$ cat src/rtl/sw_pkg.sv
// Shared constants for the switch input conditioning stage.
// Switch pins are active-low, so the idle level is 1.
package sw_pkg;

    localparam logic SW_RELEASED = 1'b1;
    localparam logic SW_PRESSED  = 1'b0;

    // 10 ms at 50 MHz on the board; short window for simulation.
    localparam int unsigned DEBOUNCE_CYCLES_BOARD = 500000;
    localparam int unsigned DEBOUNCE_CYCLES_SIM   = 4;

endpackage

$ cat src/rtl/sw_debounce_ch.sv
// One switch channel: 2-flop synchroniser, stability counter,
// debounced level register and registered press/release pulses.
module sw_debounce_ch
    import sw_pkg::*;
#(
    parameter int unsigned DEBOUNCE_CYCLES = DEBOUNCE_CYCLES_BOARD,
    parameter int unsigned CNT_W           = 19
) (
    input  logic clk_i,
    input  logic rst_ni,
    input  logic sw_i,
    output logic db_o,
    output logic press_o,
    output logic release_o
);

    localparam logic [CNT_W-1:0] CNT_TERM = CNT_W'(DEBOUNCE_CYCLES - 1);

    logic             s1_q;
    logic             s2_q;
    logic             db_q,      db_d;
    logic [CNT_W-1:0] cnt_q,     cnt_d;
    logic             press_q,   press_d;
    logic             release_q, release_d;

    // Any sample agreeing with the current level restarts the window;
    // the terminal count always commits, so the counter never wraps.
    always_comb begin
        db_d      = db_q;
        cnt_d     = cnt_q;
        press_d   = 1'b0;
        release_d = 1'b0;
        if (s2_q == db_q) begin
            cnt_d = '0;
        end else if (cnt_q >= CNT_TERM) begin
            db_d      = s2_q;
            cnt_d     = '0;
            press_d   = (s2_q == SW_PRESSED);
            release_d = (s2_q == SW_RELEASED);
        end else begin
            cnt_d = cnt_q + CNT_W'(1);
        end
    end

    always_ff @(posedge clk_i) begin
        if (!rst_ni) begin
            s1_q      <= SW_RELEASED;
            s2_q      <= SW_RELEASED;
            db_q      <= SW_RELEASED;
            cnt_q     <= '0;
            press_q   <= 1'b0;
            release_q <= 1'b0;
        end else begin
            s1_q      <= sw_i;
            s2_q      <= s1_q;
            db_q      <= db_d;
            cnt_q     <= cnt_d;
            press_q   <= press_d;
            release_q <= release_d;
        end
    end

    assign db_o      = db_q;
    assign press_o   = press_q;
    assign release_o = release_q;

endmodule

$ cat src/rtl/sw_debounce.sv
// Debounces N_SW active-low push switches; outputs a clean level plus
// one-cycle press/release pulses per channel.
module sw_debounce
    import sw_pkg::*;
#(
    parameter int unsigned N_SW            = 3,
    parameter int unsigned DEBOUNCE_CYCLES = DEBOUNCE_CYCLES_BOARD,
    parameter int unsigned CNT_W           = 19
) (
    input  logic            CLK,
    input  logic            RST_N,
    input  logic [N_SW-1:0] SW_IN,
    output logic [N_SW-1:0] SW_DB,
    output logic [N_SW-1:0] PRESS,
    output logic [N_SW-1:0] RELEASE
);

    genvar g;
    for (g = 0; g < N_SW; g++) begin : g_ch
        sw_debounce_ch #(
            .DEBOUNCE_CYCLES(DEBOUNCE_CYCLES),
            .CNT_W          (CNT_W)
        ) u_ch (
            .clk_i    (CLK),
            .rst_ni   (RST_N),
            .sw_i     (SW_IN[g]),
            .db_o     (SW_DB[g]),
            .press_o  (PRESS[g]),
            .release_o(RELEASE[g])
        );
    end

endmodule

$ cat config.mk
export PLATFORM = sky130hd
export DESIGN_NAME = sw_debounce
export DESIGN_NICKNAME = d
export VERILOG_FILES = /design/src/rtl/sw_pkg.sv /design/src/rtl/sw_debounce_ch.sv /design/src/rtl/sw_debounce.sv
export SDC_FILE = /design/constraint.sdc
export NUM_CORES = 1
export LEC_CHECK = 0
export CAP_MARGIN = 30
export CORE_MARGIN = 10
export CORE_UTILIZATION = 50
export CTS_BUF_LIST = sky130_fd_sc_hd__clkbuf_8 sky130_fd_sc_hd__clkbuf_16
export DETAILED_ROUTE_END_ITERATION = 8
export PLACE_DENSITY_LB_ADDON = 0.12
export SLEW_MARGIN = 20
export SYNTH_ARGS = -nofsm -noshare
export SYNTH_HDL_FRONTEND = slang
export SYNTH_SLANG_ARGS = --single-unit
export TNS_END_PERCENT = 50
$ cat constraint.sdc
create_clock -name CLK -period 2.9 [get_ports CLK]
set_clock_uncertainty 0.1 [all_clocks]
set_input_delay 0.58 -clock CLK [delete_from_list [all_inputs] [get_ports CLK]]
set_output_delay 0.58 -clock CLK [all_outputs]
set_load 0.005 [all_outputs]
# After elaboration in Yosys (flattened, before gate mapping)
# Index checks and enable logic that the tools add are counted.
[totals]
inputBits = 5
out_inout_bits = 9
elab_cells = 46
register_bits = 72
[classes]
bitwise = 10
addsub = 3
reduce_logical = 9
eq_ne = 3
order_cmp = 3
[ops]
columns = ["cell", "count"]
rows = [
  ["19-bit by 1-bit adder with 19-bit output, second input constant", 3],
  ["19-bit greater-or-equal comparator, second input constant", 3],
  ["3-bit OR reduction", 6],
  ["1-bit NOT", 10],
  ["2-bit AND reduction", 3],
  ["1-bit == test", 3],
]

# Longest topological paths before layout
# Gate-level depths: netlist of run 1.
[depth]
ltp_word = 3
depth_mapped = 7
depth_no_buf = 6

# Hierarchy
# A second synthesis of run 1 with hierarchy kept.
[unflattened]
cells_unflattened = 342
hier_area_um2 = 3239.4
[by_module_without_submodules]
columns = ["mod", "cells_each", "n_inst", "seq_area_each_um2", "area_each_um2"]
rows = [
  ["sw_debounce_ch", 114, 3, 480.5, 1079.8],
]

# Worst setup path before layout of run 1
# No wires, ideal clock.
[synth_path]
kind = "register to register"
from = "reg g_ch[0].u_ch.cnt_q[0]"
to = "reg g_ch[0].u_ch.cnt_q[18]"
setup_time_ns = 0.066
required_ns = 2.734
path_stages_with_launch = 8
t_arrival_ns = 1.840
setup_slack_ns = 0.894
synth_period_minus_slack_ns = 2.006
path_buffers = 1
path_cell_list = "dfxtp_1 > ha_1 > and4_1 > a41o_1 > a211oi_1 > o211ai_2 > clkbuf_1 > nor2_1"
[synth_via]
elab_chain_cells = 2
word_cells_on_any_way = 3
classes_between = "1 x add/sub; 1 x order compare; 1 x reduce/logical"
[synth_rtl]
columns = ["element", "line_no", "rtl"]
rows = [
  ["start: declaration", "sw_debounce_ch.sv:22", "logic [CNT_W-1:0] cnt_q, cnt_d;"],
  ["start signal: assignment", "sw_debounce_ch.sv:57", "cnt_q <= cnt_d;"],
  ["19-bit greater-or-equal comparator", "sw_debounce_ch.sv:35", "end else if (cnt_q >= CNT_TERM) begin"],
  ["3-bit OR reduction (no line)", "-", ""],
]
# Parallel ways exist; a longest one is shown, timed or not.
# A chain may end at the register's enable or synchronous reset.

# Worst setup path in the final report of run 1
[layout_path]
from = "reg g_ch[0].u_ch.cnt_q[0]"
to = "reg g_ch[0].u_ch.cnt_q[17]"
# Same word-level chain as after synthesis.

==> impl_metrics.ini, run 1 <==
[layout]
mostFrequentLayoutCells = dfxtp_1 (72), nor2_1 (69), xor2_1 (28)
syn_to_final_growth_pct = 10.53
layout.nets = 362
layout_commonest_cell = dfxtp_1
num_antenna_cells = 0
final_util_pct = 57.75
drive_gt1_share_pct = 8.101

[critical_path]
rr_startpoint = g_ch[0].u_ch.cnt_q[0]
r2r-end = g_ch[0].u_ch.cnt_q[17]
rrSetupSlack_ns = 0.68
cp.arrival_ns = 2.40
reg2regPathDepth = 6
cp-end-kind = register
worstPathRequired_ns = 3.07
path_max_fanout = 19
setup.worst_path.start_class = register
criticalPathCategory = reg -> reg

[global_routing]
grt_usage_pct = 11.69
grt_max_degree = 20
grt_antenna_before_repair = 0
grt_pass1_wl_mm = 9.749
overflow = 0
grt_pass1_vias = 2171

[synth]
synth_flop_cell = dfxtp_1
synth_xor_area_share_pct = 14.19
yosys.area.top_type_share_pct = 45.79
avgSynthCellArea_um2 = 9.178
yosys-top-cells-area = dfxtp_1 (46%), nor2_1 (8.2%), xor2_1 (7.8%)
synthesis.area_um2 = 3148
async_flop_share_pct = 0
synth_top_family_by_area = simple AND/OR/NAND/NOR gates
syn_nets = 351
synth_edf_count = 0
synth.mux.area_fraction_pct = 0.3180
synthAdderAreaFrac_pct = 1.192
synth_cells = 343
yosysSeqAreaShare_pct = 45.79
synth_largest_area_cell = dfxtp_1
synth-simple-area-share_pct = 29.25
synth.distinct_cells = 47
yosys_warnings = 0
synth_compound_area_share_pct = 5.644
synth_seq_cells = 72

[outcome]
status = finished, final reports clean

[timing]
maxSlewHeadroom_pct = 48.17
period_share_pct = 76.72
drv_slew = 0
finalSetupViolations = 0
fmax_mhz = 449.5
hold_viol = 0
tightest_slew_ns = 0.7703
tns_ns = 0
rsz0062_at_grt = false
fin_crit_ns = 2.225

[floorplan]
die_w_um = 99.35
ios = 14
die_height_um = 99.35
rows = 28
initial_core_util_pct = 52.24
die_area_um2 = 9869
core-area_um2 = 6026

[cts]
clk_pin_slew_ns = 0.07
cts_setup_buffers = 0
cts_htree_levels = 3
cts_root_buf = clkbuf_8
cts_tree = done
numCtsBuffers = 9
holdBufCountCts = 0
clkSinkCount = 72
clockBufferDepth = 2
cts.repair.resized = 0
insertion_delay_ns = 0.34

[route]
drt_first_pass_iters = 4
wl_mm = 5.455
drc = 0
drt.antenna.violating_nets = 0
dr_total_vias = 2308
wl_per_cell_um = 12.60
routed_via_density = 5.330
first_iter_violations = 59

[run]
drv_cap = 0

[placement]
place.gp.congestion = 0.7446
io_buffers = 13
hpwl_mm = 3.912

[hold_path]
hp-class = reg -> reg
hold_start = g_ch[2].u_ch.s1_q
hold_depth = 1
whs_endpoint = g_ch[2].u_ch.s2_q

[power_and_ir_drop]
p_leak_nw = 1.134
ir_worst_vdd_uv = 307.7
power.density_nw_per_um2 = 516.0
-- worst max-delay path, cell delays in order, from the launching register on --
cell	delay, ns
dfxtp_1	0.33
ha_1	0.25
and4_1	0.21
a41o_1	0.22
a211oi_1	0.43
o211ai_2	0.40
nor2_1	0.21
-- kinds of logic (layout without fill, tap and decap cells) --
kind of cell,count (synthesis),in the layout
AND/OR/NAND/NOR,177,177
flip-flops,72,72
AO/OA/AOI/OAI,20,20
XOR/XNOR,51,51
adder cells (fa/ha/maj),3,3
buffers and inverters,19,34
multiplexers,1,1
-- worst max path at each step --
stage | start | end | slack [ns] | cells past startpoint
6_report | g_ch[0].u_ch.cnt_q[0] | g_ch[0].u_ch.cnt_q[17] | 0.68 | 6
5_1_grt | g_ch[0].u_ch.cnt_q[0] | g_ch[0].u_ch.cnt_q[14] | 0.43 | 6
4_1_cts | g_ch[0].u_ch.cnt_q[0] | g_ch[0].u_ch.cnt_q[15] | 0.66 | 6
3_5_place_dp | RST_N | g_ch[0].u_ch.cnt_q[15] | 0.60 | 3
3_3_place_gp | RST_N | g_ch[0].u_ch.cnt_q[12] | 0.67 | 3
2_1_floorplan | g_ch[0].u_ch.cnt_q[0] | g_ch[0].u_ch.cnt_q[18] | 0.89 | 7
-- through the flow --
stage               setup WS [ns]  instances  hold slack, ns  area, um^2  power (mW)
floorplan                  0.8944        343          0.2863        3148       1.033
global placement           0.6740        418          0.2892        3284       1.043
detailed placement         0.5969        418          0.2922        3284       1.044
CTS                        0.6600        433          0.3096        3480       1.816
global route               0.4341        433          0.3345        3480       1.850
finish                     0.6751        433          0.3061        3480       1.795
-- metal layers --
layer,share of wire (%),GRT usage (%),vias up
met5,0,0,-
met3,4.1,3.253,12
met4,2.2,6.615,0
li1,-,-,1208
met1,51,14.70,1063
met2,43,17.54,25
-- power by group --
| part | total (mW) | switching (mW) | internal, mW |
|---|---|---|---|
| registers | 0.996 | 0.00308 | 0.993 |
| clock network | 0.775 | 0.361 | 0.414 |
| logic | 0.0244 | 0.0141 | 0.0103 |
-- state kept, by name, indices dropped and copies added, names as in the netlist --
signal,cells
g_ch.u_ch.s2_q,3
g_ch.u_ch.cnt_q,57
g_ch.u_ch.db_o,3
g_ch.u_ch.press_o,3
g_ch.u_ch.s1_q,3
g_ch.u_ch.release_o,3
-- final cells by class --
cell class | count | area (um^2)
fillers | 563 | 2546
multi-input cells | 252 | 1593
flip-flops and latches | 72 | 1441
clock buffers | 10 | 137.6
repair buffers | 14 | 137.6
well taps | 75 | 93.84
clock inverters | 5 | 57.56
inverters | 5 | 18.77
-- synthesized netlist by cell type, types with 5 or more instances --
master,number
buf_4,9
nand3_1,19
xnor2_1,23
nand2b_1,7
nand4_1,12
dfxtp_1,72
nor4_1,7
xor2_1,28
nor2_1,69
nor3_1,11
and3_1,9
nand2_1,22
inv_1,5
Power figures use the tool's default switching activity.
==> run 2, diff against run 1 <==
==> constraint.sdc (replaced) <==
create_clock -name CLK -period 1.9 [get_ports CLK]
set_clock_uncertainty 0.1 [all_clocks]
set_input_delay 0.38 -clock CLK [delete_from_list [all_inputs] [get_ports CLK]]
set_output_delay 0.38 -clock CLK [all_outputs]
set_load 0.005 [all_outputs]
==> run 2 against run 1 <==
Effect of this change: the flow now finishes with violations (negative setup slack); design area increased by 11%; sequential cell count unchanged; worst setup slack got worse by 0.69 ns; count of clock-buffer cells in the layout increased by 1; final cell count increased by 4.6%; via count increased by 4.1%; sequential power increased by 53%; die area unchanged; sequential share of layout area decreased by 3.8 points; combinational power increased by 120%; non-clock buffer count increased by 19; maximum frequency increased by 16%; critical endpoint is now g_ch[0].u_ch.cnt_q[14]; largest power group unchanged.
==> impl_metrics.ini, run 2 (synthesized netlist as in run 1, its figures left out) <==
[layout]
mostFrequentLayoutCells = dfxtp_1 (69), nor2_1 (62), xor2_1 (27)
syn_to_final_growth_pct = 22.26
multi_input_area_um2 = 1704
num_antenna_cells = 0
layout_commonest_cell = dfxtp_1
ff_latch_area_um2 = 1448
layout.nets = 381
largest_reg_flops = 57
instances_no_fill = 453
largest_register = g_ch.u_ch.cnt_q
drive_gt1_share_pct = 17.20
nFillCells = 518

[critical_path]
setup.worst_path.start_class = register
path_max_fanout = 9
cp-end-kind = register
cp.arrival_ns = 2.09
criticalPathCategory = reg -> reg
worstPathRequired_ns = 2.08

[floorplan]
die_height_um = 99.35
rows = 28
die_w_um = 99.35
die_area_um2 = 9869
initial_core_util_pct = 52.24
core-area_um2 = 6026
ios = 14

[placement]
io_buffers = 13
placed_cells = 433
hpwl_mm = 3.990
place.gp.congestion = 0.7997

[power_and_ir_drop]
combPwrFrac_pct = 1.8
sequentialPowerShare_pct = 51.9
switchingPower_uw = 581.3
ir_worst_vdd_uv = 524.6
switching_share_pct = 19.83
p_leak_nw = 1.311
p_int_mw = 2.351
clockPowerShare_pct = 46.3
power.density_nw_per_um2 = 761.8

[timing]
drv_slew = 0
setup_slack_ns = -0.01654
hold_viol = 0
fin_crit_ns = 1.917
period_share_pct = 100.9
maxSlewHeadroom_pct = 72.85
finalSetupViolations = 2
tns_ns = -0.01824
tightest_slew_ns = 0.4035
fmax_mhz = 521.8
rsz0062_at_grt = true

[cts]
clk_pin_slew_ns = 0.07
clkSinkCount = 72
holdBufCountCts = 0
clockBufferDepth = 2
numCtsBuffers = 9
cts_htree_levels = 3
insertion_delay_ns = 0.34
cts_tree = done
cts_root_buf = clkbuf_8

[run]
drv_cap = 0

[hold_path]
hp-class = reg -> reg

[route]
drc = 0
dr_total_vias = 2403
drt.antenna.violating_nets = 0
wl_mm = 6.180
drt_first_pass_iters = 4
wl_per_cell_um = 13.64
first_iter_violations = 58
routed_via_density = 5.305

[global_routing]
grt_max_degree = 20
grt_antenna_before_repair = 0
grt_pass1_vias = 2259
grt_usage_pct = 12.49
grt_pass1_wl_mm = 10.20
overflow = 0

[outcome]
violations = negative setup slack
status = finished with violations
[run 2: changes by cell type in the layout (fill, tap and decap cells not counted), moves of 2 or more]
cell,before,now
nor2_4,0,6
buf_4,1,15
nor2_1,69,62
buf_12,0,3
clkbuf_16,0,2
nor4_1,7,5
clkinvlp_4,3,1
dfxtp_2,0,2
dfxtp_1,72,69
[run 2: power by group through the flow]
stage | registers, mW | logic, mW | clock network (mW)
2_1_floorplan | 1.55 | 0.0228 | 0
4_1_cts | 1.52 | 0.0428 | 1.40
5_1_grt | 1.52 | 0.0582 | 1.48
3_3_place_gp | 1.56 | 0.0425 | 0
3_5_place_dp | 1.56 | 0.0429 | 0
6_report | 1.52 | 0.0533 | 1.36
[run 2: worst max-delay path: stages (launching register included)]
cell and delay, ns:
dfxtp_4 0.36, ha_4 0.15, and4_1 0.19, a41o_1 0.24, a211oi_2 0.23, o211ai_2 0.23, clkbuf_16 0.24, nor2_1 0.11
[run 2: through the flow]
stage / hold slack (ns) / total power, mW / utilization, % / instance area (um^2) / setup slack (ns)
after floorplan: 0.2863 / 1.577 / - / 3163 / -0.01332
after global placement: 0.2911 / 1.598 / 57.02 / 3436 / 0.07905
after detailed placement: 0.2987 / 1.599 / 57.02 / 3436 / 0.04289
after CTS: 0.3172 / 2.965 / 60.86 / 3667 / 0.01887
after global routing: 0.3494 / 3.057 / 63.87 / 3849 / -0.1060
final: 0.3143 / 2.932 / 63.87 / 3849 / -0.01654
[run 2: final timing paths]
kind / from / end / slack (ns) / depth (start not counted)
setup / recovery: g_ch[0].u_ch.cnt_q[0] / g_ch[0].u_ch.cnt_q[14] / -0.02 / 7
hold / removal: g_ch[0].u_ch.s1_q / g_ch[0].u_ch.s2_q / 0.31 / 1
setup reg to reg: g_ch[0].u_ch.cnt_q[0] / g_ch[0].u_ch.cnt_q[14] / -0.02 / 7
hold reg to reg: g_ch[0].u_ch.s1_q / g_ch[0].u_ch.s2_q / 0.31 / 1
[run 2: cell type report]
cell class	instances	share of cell area, %
Clock buffer	11	3.934
Clock inverter	5	2.081
Inverter	5	0.4876
Multi-Input combinational cell	252	44.28
Sequential cell	72	37.61
Tap cell	75	2.438
Timing Repair Buffer	33	9.168
[run 2: layer usage]
layer  global-route usage, %  share of wire, %  up-vias
li1                        -                 -     1238
met1                   14.95                46     1122
met2                   19.04                48       36
met3                   4.567               4.0        7
met4                   6.725               1.5        0
met5                       0                 0        -
[run 2: timing repair]
item	4_1_cts	5_1_grt
buffers inserted	0	2
setup endpoints to repair	0	61
gates resized for setup	0	25
